===== src/rtl/pwm_mod_pkg.sv =====
// Shared types and constants for the PWM / PDM modulator.
package pwm_mod_pkg;

    // Fixed widths: 8-bit duty, 4-bit prescaler, 256-tick period.
    localparam int          DUTY_W   = 8;
    localparam int          DIV_W    = 4;
    localparam logic [7:0]  PRD_LAST = 8'd255;

    // Modulator control states.
    typedef enum logic [1:0] {
        ST_IDLE  = 2'd0,
        ST_START = 2'd1,
        ST_RUN   = 2'd2,
        ST_STOP  = 2'd3
    } pwm_state_e;

    // The prescaler and period counter advance only in these states.
    function automatic logic is_counting(input pwm_state_e s);
        return (s == ST_RUN) || (s == ST_STOP);
    endfunction

endpackage


===== src/rtl/pwm_tick_gen.sv =====
// Prescaler plus period counter: one tick every pwm_div+1 clocks while
// counting, and an 8-bit period position that advances on each tick.
module pwm_tick_gen
    import pwm_mod_pkg::*;
(
    input  logic              clk,
    input  logic              reset,
    input  logic              cnt_en,
    input  logic              cnt_clr,
    input  logic [DIV_W-1:0]  pwm_div,
    output logic              tick,
    output logic [DUTY_W-1:0] prd_cnt,
    output logic              prd_last
);

    logic [DIV_W-1:0]  div_cnt_q, div_cnt_d;
    logic [DUTY_W-1:0] prd_cnt_q, prd_cnt_d;

    // Next-count logic. A divider shrunk below the current count is not
    // special-cased: div_cnt keeps incrementing, wraps through 15 and
    // ticks when it next equals pwm_div.
    always_comb begin
        tick      = cnt_en && (div_cnt_q == pwm_div);
        div_cnt_d = div_cnt_q;
        prd_cnt_d = prd_cnt_q;
        if (cnt_clr) begin
            div_cnt_d = '0;
            prd_cnt_d = '0;
        end else if (cnt_en) begin
            if (tick) begin
                div_cnt_d = '0;
                prd_cnt_d = prd_cnt_q + 8'd1;
            end else begin
                div_cnt_d = div_cnt_q + 4'd1;
            end
        end
    end

    // Counter registers.
    always_ff @(posedge clk) begin
        if (reset) begin
            div_cnt_q <= '0;
            prd_cnt_q <= '0;
        end else begin
            div_cnt_q <= div_cnt_d;
            prd_cnt_q <= prd_cnt_d;
        end
    end

    assign prd_cnt  = prd_cnt_q;
    assign prd_last = tick && (prd_cnt_q == PRD_LAST);

endmodule


===== src/rtl/pwm_mod.sv =====
// PWM / first-order sigma-delta modulator driving the AGC analog filter.
// New duty values are double-buffered and only take effect at a period
// boundary (or at START), so each period is generated with one duty.
//
// Update strobe: pwm_val is sampled in the single cycle pwm_val_up is
// high; there is no back-pressure, a later strobe overwrites the shadow.
module pwm_mod
    import pwm_mod_pkg::*;
(
    input  logic              clk,
    input  logic              reset,
    input  logic              pwm_ena,
    input  logic              pwm_inv,
    input  logic [DUTY_W-1:0] pwm_val,
    input  logic              pwm_val_up,
    input  logic [DIV_W-1:0]  pwm_div,
    input  logic              pwm_mode,
    output logic              pwm_out,
    output logic [DUTY_W-1:0] pwm_cur,
    output logic              pwm_prd_end,
    output logic              pwm_upd_ack,
    output logic              pwm_run
);

    pwm_state_e        state_q, state_d;
    logic [DUTY_W-1:0] shadow_q, shadow_d;
    logic              pending_q, pending_d;
    logic [DUTY_W-1:0] active_q, active_d;
    logic              mode_q, mode_d;
    logic [DUTY_W-1:0] acc_q, acc_d;
    logic              out_q, out_d;
    logic              prd_last_q, prd_last_d;
    logic              prd_end_q, prd_end_d;
    logic              ack_q, ack_d;

    logic              counting;
    logic              tick;
    logic [DUTY_W-1:0] prd_cnt;
    logic              prd_last;
    logic              period_load;
    logic              do_load;
    logic [DUTY_W:0]   sum;
    logic              raw;

    assign counting = is_counting(state_q);

    pwm_tick_gen u_tick_gen (
        .clk      (clk),
        .reset    (reset),
        .cnt_en   (counting),
        .cnt_clr  (!counting),
        .pwm_div  (pwm_div),
        .tick     (tick),
        .prd_cnt  (prd_cnt),
        .prd_last (prd_last)
    );

    // Control, duty buffering and waveform generation.
    always_comb begin
        state_d    = state_q;
        shadow_d   = shadow_q;
        pending_d  = pending_q;
        active_d   = active_q;
        mode_d     = mode_q;
        acc_d      = acc_q;

        // A period end only counts as a load point if modulation continues
        // into the next period (RUN, or STOP being re-enabled right there).
        period_load = prd_last && ((state_q == ST_RUN) || pwm_ena);
        do_load     = (state_q == ST_START) ||
                      (period_load && (pending_q || pwm_val_up));

        if (pwm_val_up) begin
            shadow_d  = pwm_val;
            pending_d = 1'b1;
        end

        // A strobe in the load cycle itself bypasses the shadow.
        if (do_load) begin
            active_d  = pwm_val_up ? pwm_val : shadow_q;
            pending_d = 1'b0;
        end

        if ((state_q == ST_START) || period_load) begin
            mode_d = pwm_mode;
        end

        // Sigma-delta: the carry of acc+active is the bit for the current
        // tick; the sum is committed when the tick completes.
        sum = {1'b0, acc_q} + {1'b0, active_q};
        if (state_q == ST_START) begin
            acc_d = '0;
        end else if (tick && mode_q) begin
            acc_d = sum[DUTY_W-1:0];
        end

        if (!counting) begin
            raw = 1'b0;
        end else if (mode_q) begin
            raw = sum[DUTY_W];
        end else begin
            raw = (prd_cnt < active_q);
        end

        out_d      = raw ^ pwm_inv;
        ack_d      = do_load;
        // Two stages so the pulse lines up with the first output cycle of
        // the new period (the output itself lags the counter by one).
        prd_last_d = prd_last;
        prd_end_d  = prd_last_q;

        case (state_q)
            ST_IDLE:  if (pwm_ena) state_d = ST_START;
            ST_START: state_d = ST_RUN;
            ST_RUN:   if (!pwm_ena) state_d = ST_STOP;
            ST_STOP: begin
                if (pwm_ena) begin
                    state_d = ST_RUN;
                end else if (prd_last) begin
                    state_d = ST_IDLE;
                end
            end
            default:  state_d = ST_IDLE;
        endcase
    end

    // All state and output registers; reset aborts and drops pending duty.
    always_ff @(posedge clk) begin
        if (reset) begin
            state_q    <= ST_IDLE;
            shadow_q   <= '0;
            pending_q  <= 1'b0;
            active_q   <= '0;
            mode_q     <= 1'b0;
            acc_q      <= '0;
            out_q      <= 1'b0;
            prd_last_q <= 1'b0;
            prd_end_q  <= 1'b0;
            ack_q      <= 1'b0;
        end else begin
            state_q    <= state_d;
            shadow_q   <= shadow_d;
            pending_q  <= pending_d;
            active_q   <= active_d;
            mode_q     <= mode_d;
            acc_q      <= acc_d;
            out_q      <= out_d;
            prd_last_q <= prd_last_d;
            prd_end_q  <= prd_end_d;
            ack_q      <= ack_d;
        end
    end

    assign pwm_out     = out_q;
    assign pwm_cur     = active_q;
    assign pwm_prd_end = prd_end_q;
    assign pwm_upd_ack = ack_q;
    assign pwm_run     = (state_q != ST_IDLE);

endmodule

===== config.mk =====
export PLATFORM = sky130hd
export DESIGN_NAME = pwm_mod
export DESIGN_NICKNAME = d
export VERILOG_FILES = /design/src/rtl/pwm_mod_pkg.sv /design/src/rtl/pwm_tick_gen.sv /design/src/rtl/pwm_mod.sv
export SDC_FILE = /design/constraint.sdc
export NUM_CORES = 1
export LEC_CHECK = 0
export CAP_MARGIN = 20
export CORE_ASPECT_RATIO = 1.25
export CORE_MARGIN = 2
export CORE_UTILIZATION = 40
export DETAILED_ROUTE_END_ITERATION = 16
export GPL_ROUTABILITY_DRIVEN = 0
export HOLD_SLACK_MARGIN = 0.08
export PLACE_DENSITY = 0.73
export SYNTH_ARGS = -nofsm -noshare
export SYNTH_HDL_FRONTEND = slang
export SYNTH_SLANG_ARGS = --single-unit

===== constraint.sdc =====
create_clock -name clk -period 4.1 [get_ports clk]
set_input_delay 0.615 -clock clk [delete_from_list [all_inputs] [get_ports clk]]
set_output_delay 0.615 -clock clk [all_outputs]
set_load 0.01 [all_outputs]

Yosys cells after proc, flatten, opt, wreduce, memory -nomap -nowiden. Index checks and enable logic that the tools add are counted.

Flip-flop bits (word level): 44. Input bits: 18. Output and inout bits: 12. Word-level logic and storage cells: 51.

Add/subtract/negate cells: 3. Order comparisons: 1. Equal/unequal tests: 8. Muxes and demuxes: 8. Bitwise logic cells: 2. Reduce and logical (&&, ||, !) cells: 17.

Operators with widths (number): 8-bit by 8-bit adder with 9-bit output (1); 8-bit by 1-bit adder with 8-bit output, second input constant (1); 8-bit == test, second input constant (1); 8-bit less-than comparator (1); 2-bit two-way mux (4); 8-bit two-way mux (1); 2-bit case mux with 4 select lines (1); 2-bit OR reduction (3); 1-bit logical AND (5); 1-bit logical OR (5); 4-bit by 1-bit adder with 4-bit output, second input constant (1); 2-bit == test, second input constant (2); 4-bit == test (1); 2-bit != test, second input constant (2); 3-bit != test, second input constant (1); 3-bit AND reduction (1); 3-bit OR reduction (1); 2-bit by 1-bit == test with 1-bit output, second input constant (1); 2-bit logical NOT (1); 1-bit two-way mux (2); 2-bit nonzero test (1); 1-bit NOT (1); 1-bit XOR (1).

Logic depth before layout (Yosys ltp).
Depth after elaboration: 8. Depth in mapped cells: 7. Gate-level depth less buffers: 7.

Cells and area by module. A second synthesis with hierarchy kept.

Cell total of the unflattened synthesis: 255. Area, all modules: 2301.0 um2.

By module, submodules not included: pwm_mod (times used 1, cells an instance 178, area each 1646.6 um2, sequential area each 640.6 um2); pwm_tick_gen (times used 1, cells an instance 77, area each 654.4 um2, sequential area each 240.2 um2).

Worst setup path after synthesis. No wires, ideal clock.

Kind: register to register. From: register active_q[0], in the netlist pwm_cur[0]. To: register out_q, in the netlist pwm_out. Library setup time: 0.123 ns. Arrival: 2.089 ns. Data required time: 3.977 ns. Setup slack: 1.888 ns. Stages on the path, launching flop included: 8. Buffers on the path: 0. Clock period less this slack: 2.212 ns. Cell sequence: dfxtp_1 > ha_1 > fa_1 > a211oi_2 > o21bai_1 > a311o_1 > o2111ai_1 > mux2_1.

Word-level cells in the longest chain between the ends: 4. Elaborated cells between the ends (all ways): 5. Classes of those cells: add/sub: 1; order compare: 1; mux: 2; bitwise: 1.

Ends and longest elaborated chain: start: declaration (RTL line pwm_mod.sv:28) `logic [DUTY_W-1:0] active_q, active_d;`; start signal: assignment (RTL line pwm_mod.sv:144) `active_q <= active_d;`; 8-bit by 8-bit adder with 9-bit output / 8-bit less-than comparator (equally long branches) (RTL line pwm_mod.sv:90, pwm_mod.sv:102); 1-bit two-way mux * (RTL line pwm_mod.sv:99) `end else if (mode_q) begin`; 1-bit two-way mux * (RTL line pwm_mod.sv:97) `if (!counting) begin`; 1-bit XOR * (RTL line pwm_mod.sv:105) `out_d = raw ^ pwm_inv;`; end signal: assignment (RTL line pwm_mod.sv:147) `out_q <= out_d;`; end: declaration (RTL line pwm_mod.sv:31) `logic out_q, out_d;`.

Every way passes the cells marked *; elsewhere a longest branch is shown, timed or not. A chain may end at the register's enable or synchronous reset.

Final worst setup path.
From: input pwm_div[3]. To: register acc_q[5].

Word-level cells in the longest chain between the ends: 3.

Ends and longest elaborated chain: start: declaration (RTL line pwm_mod.sv:16) `input logic [DIV_W-1:0] pwm_div,`; 4-bit == test (RTL line pwm_tick_gen.sv:23) `tick = cnt_en && (div_cnt_q == pwm_div);`; 1-bit logical AND (RTL line pwm_tick_gen.sv:23); 1-bit logical AND (RTL line pwm_mod.sv:93) `end else if (tick && mode_q) begin`; end signal: assignment (RTL line pwm_mod.sv:135) `acc_q <= '0;`; end signal: assignment (RTL line pwm_mod.sv:146) `acc_q <= acc_d;`; end: declaration (RTL line pwm_mod.sv:30) `logic [DUTY_W-1:0] acc_q, acc_d;`.

Every way passes these cells.

==> metrics <==
status=finished clean; Final min period=2.57 ns; DP Cell Count=327; asr flop ratio synth=0; final setup vio count=0; R2R cell count=7; DIE WIDTH=71.3 µm; CP Capture Type=register; Final WS setup=1.53 ns; Core Footprint=5440 µm²; worst-skew pair later-pin latency=0.29 ns; post-CTS resize count=0; wire length per cell=13.0 µm; Global Route Usage Sum=0.152; final antenna-violating net count=0; hold-fix buffers at CTS=0; Setup Skew=0.00677 ns; Worst Hold Depth=1; Fin. Hold Viols=0; Vias=1740; Layout area overhead=19.4%; Min Hold Slack=0.446 ns; Post-synth top flop=dfxtp_1; Num CTS Buffers=5; kind of critical path=input pin to register; register area share after synthesis=0.389; I/O pin count=30; CTS HTree Levels=2; dpl hpwl=3270 µm; Cell Area, Synth=2260 µm²; Max Cap Viol=0; placed cell area=2590 µm²; share of cells above drive strength 1=0.0849; Tot Pwr=0.991 mW; #FFs+latches synth=44; DIE AREA=6280 µm²; WP data required=4.31 ns; CTS tree=built; FF-to-FF setup slack=1.72 ns; Syn Area/Cell=9.31 µm²; Worst R2R End=pwm_out; Die Y=88.1 µm; YS warnings=0; # rows=30; fin nets=306; fin. max-slew vios=0; Filler Cells Inserted=512; crit-path max FO=12; Initial DRC Count=75; critical path startpoint=pwm_div[3]; vias per cell=5.19; CTS root buf=clkbuf_8; design area=2700 µm²; pwr dens=367 nW/µm²; largest net degree at the start of global routing=19; Cells after Synth=243; unrepaired setup endpoints after global routing=false; Post-synth EDFFs=0; diode count=0; Residual DRC=0; WP data arrival=2.78 ns; Least-Margin Pin Slew=0.837 ns; IO buf count=29; worst min path class=register to register; Yosys cell types=45; final core occ=0.496; Clock transition at path regs=0.09 ns; DRT Pass-1 Iters=4; Startpoint Class=input pin; Syn Nets=279; initial antenna violation count=0; Place WS=1.20 ns; Max Clock Freq=389 MHz; slew margin rel.=0.439; Pleak=1.08 nW; hold_sp=prd_end_d; gr ovfl total=0; Hold EP=pwm_prd_end; vias in the first global route=1637; first-pass GRT wire length=7570 µm; total clock sinks=44; Non-Filler Instances=335; Tcrit/Tclk final=0.627; WL final=4360 µm; Max Root-Sink Buffers=2; worst r2r src=pwm_cur[0]; Peak VDD IR=0.214 mV; Initial Util=0.416; setup repair bufs after CTS=0; Sum Neg Setup Slack=0 ns
==> synthesized netlist by cell type, types with 2 or more instances <==
master / count / share of area
o22a_1: 8 / 0.031
xnor2_1: 13 / 0.050
nand4_1: 2 / 0.0055
clkbuf_1: 4 / 0.0066
xor2_1: 3 / 0.012
nand2_1: 8 / 0.013
nor4_1: 3 / 0.0083
inv_1: 11 / 0.018
dfxtp_1: 44 / 0.39
a21oi_1: 5 / 0.011
ha_1: 17 / 0.094
nand2b_1: 5 / 0.014
buf_2: 5 / 0.011
nor2_1: 37 / 0.061
or2_2: 6 / 0.017
o31ai_1: 3 / 0.010
a211oi_1: 5 / 0.017
nor3b_1: 2 / 0.0066
o21bai_1: 2 / 0.0066
o21ai_0: 8 / 0.018
a21o_1: 3 / 0.010
mux2i_1: 12 / 0.053
nor2b_1: 5 / 0.014
o21a_1: 2 / 0.0066
nand3_1: 7 / 0.015
nor3_1: 4 / 0.0088
==> cells by family after synthesis <==
family                   after synthesis  synth area share
AND/OR/NAND/NOR                       88             0.207
adder cells (fa/ha/maj)               18             0.103
AO/OA/AOI/OAI                         43             0.140
XOR/XNOR                              16            0.0619
buffers and inverters                 21            0.0409
multiplexers                          13            0.0581
flip-flops                            44             0.389
==> placed cells by master, fill, tap and decap left out, drive strengths merged, types with 2 or more instances in the layout <==
cell type      count
mux2i             12
nand2b             5
dfxtp             44
a211oi             6
clkdlybuf4s50     29
inv               11
nor3               5
clkbuf             5
ha                17
o21bai             2
o21a               2
nand3              7
a21oi              5
xor2               3
nor2b              5
nor4               5
a21o               3
o22a               8
nand2              8
xnor2             13
nor2              37
nand4              2
or3                2
o21ai              8
or2                6
o31ai              3
nor3b              2
==> worst max-delay path: stages <==
cell and delay (ns):
clkdlybuf4s50_1 0.48, xnor2_1 0.12, nand3_1 0.37, nor3_2 0.81, o31ai_1 0.17, o31ai_1 0.22
==> routing by layer <==
metal / share of wire / global-route usage / vias to the layer above
met4: 0.021 / 0.0515 / 0
met3: 0.026 / 0.0311 / 8
met1: 0.46 / 0.188 / 807
li1: - / - / 905
met5: 0 / 0 / -
met2: 0.49 / 0.262 / 20
==> worst max path at each step <==
stage	to	slack (ns)	cells past startpoint
2_1_floorplan	pwm_out	1.89	7
3_3_place_gp	acc_q[5]	1.27	6
3_5_place_dp	acc_q[5]	1.20	6
4_1_cts	acc_q[5]	1.50	6
5_1_grt	acc_q[6]	1.31	6
6_report	acc_q[5]	1.53	6
==> power breakdown <==
group          switching [mW]  total, mW  internal (mW)
Clock                   0.147      0.328          0.180
Combinational          0.0878      0.186         0.0983
Sequential             0.0252      0.477          0.452
==> flip-flops by register name (all words and copies together) (netlist names), 2 cells and up <==
register              cells
state_q                   2
u_tick_gen.div_cnt_q      4
acc_q                     8
u_tick_gen.prd_cnt        8
pwm_cur                   8
shadow_q                  8
==> layout make-up <==
class / count / area (µm²) / area share
multi-input combinational: 178 / 1290 / 0.477
clock inverter: 3 / 42.5 / 0.0158
timing repair buffer: 30 / 298 / 0.110
clock buffer: 5 / 68.8 / 0.0255
sequential: 44 / 881 / 0.326
inverter: 11 / 41.3 / 0.0153
tap: 64 / 80.1 / 0.0297
(Power assumes the default switching activity.)
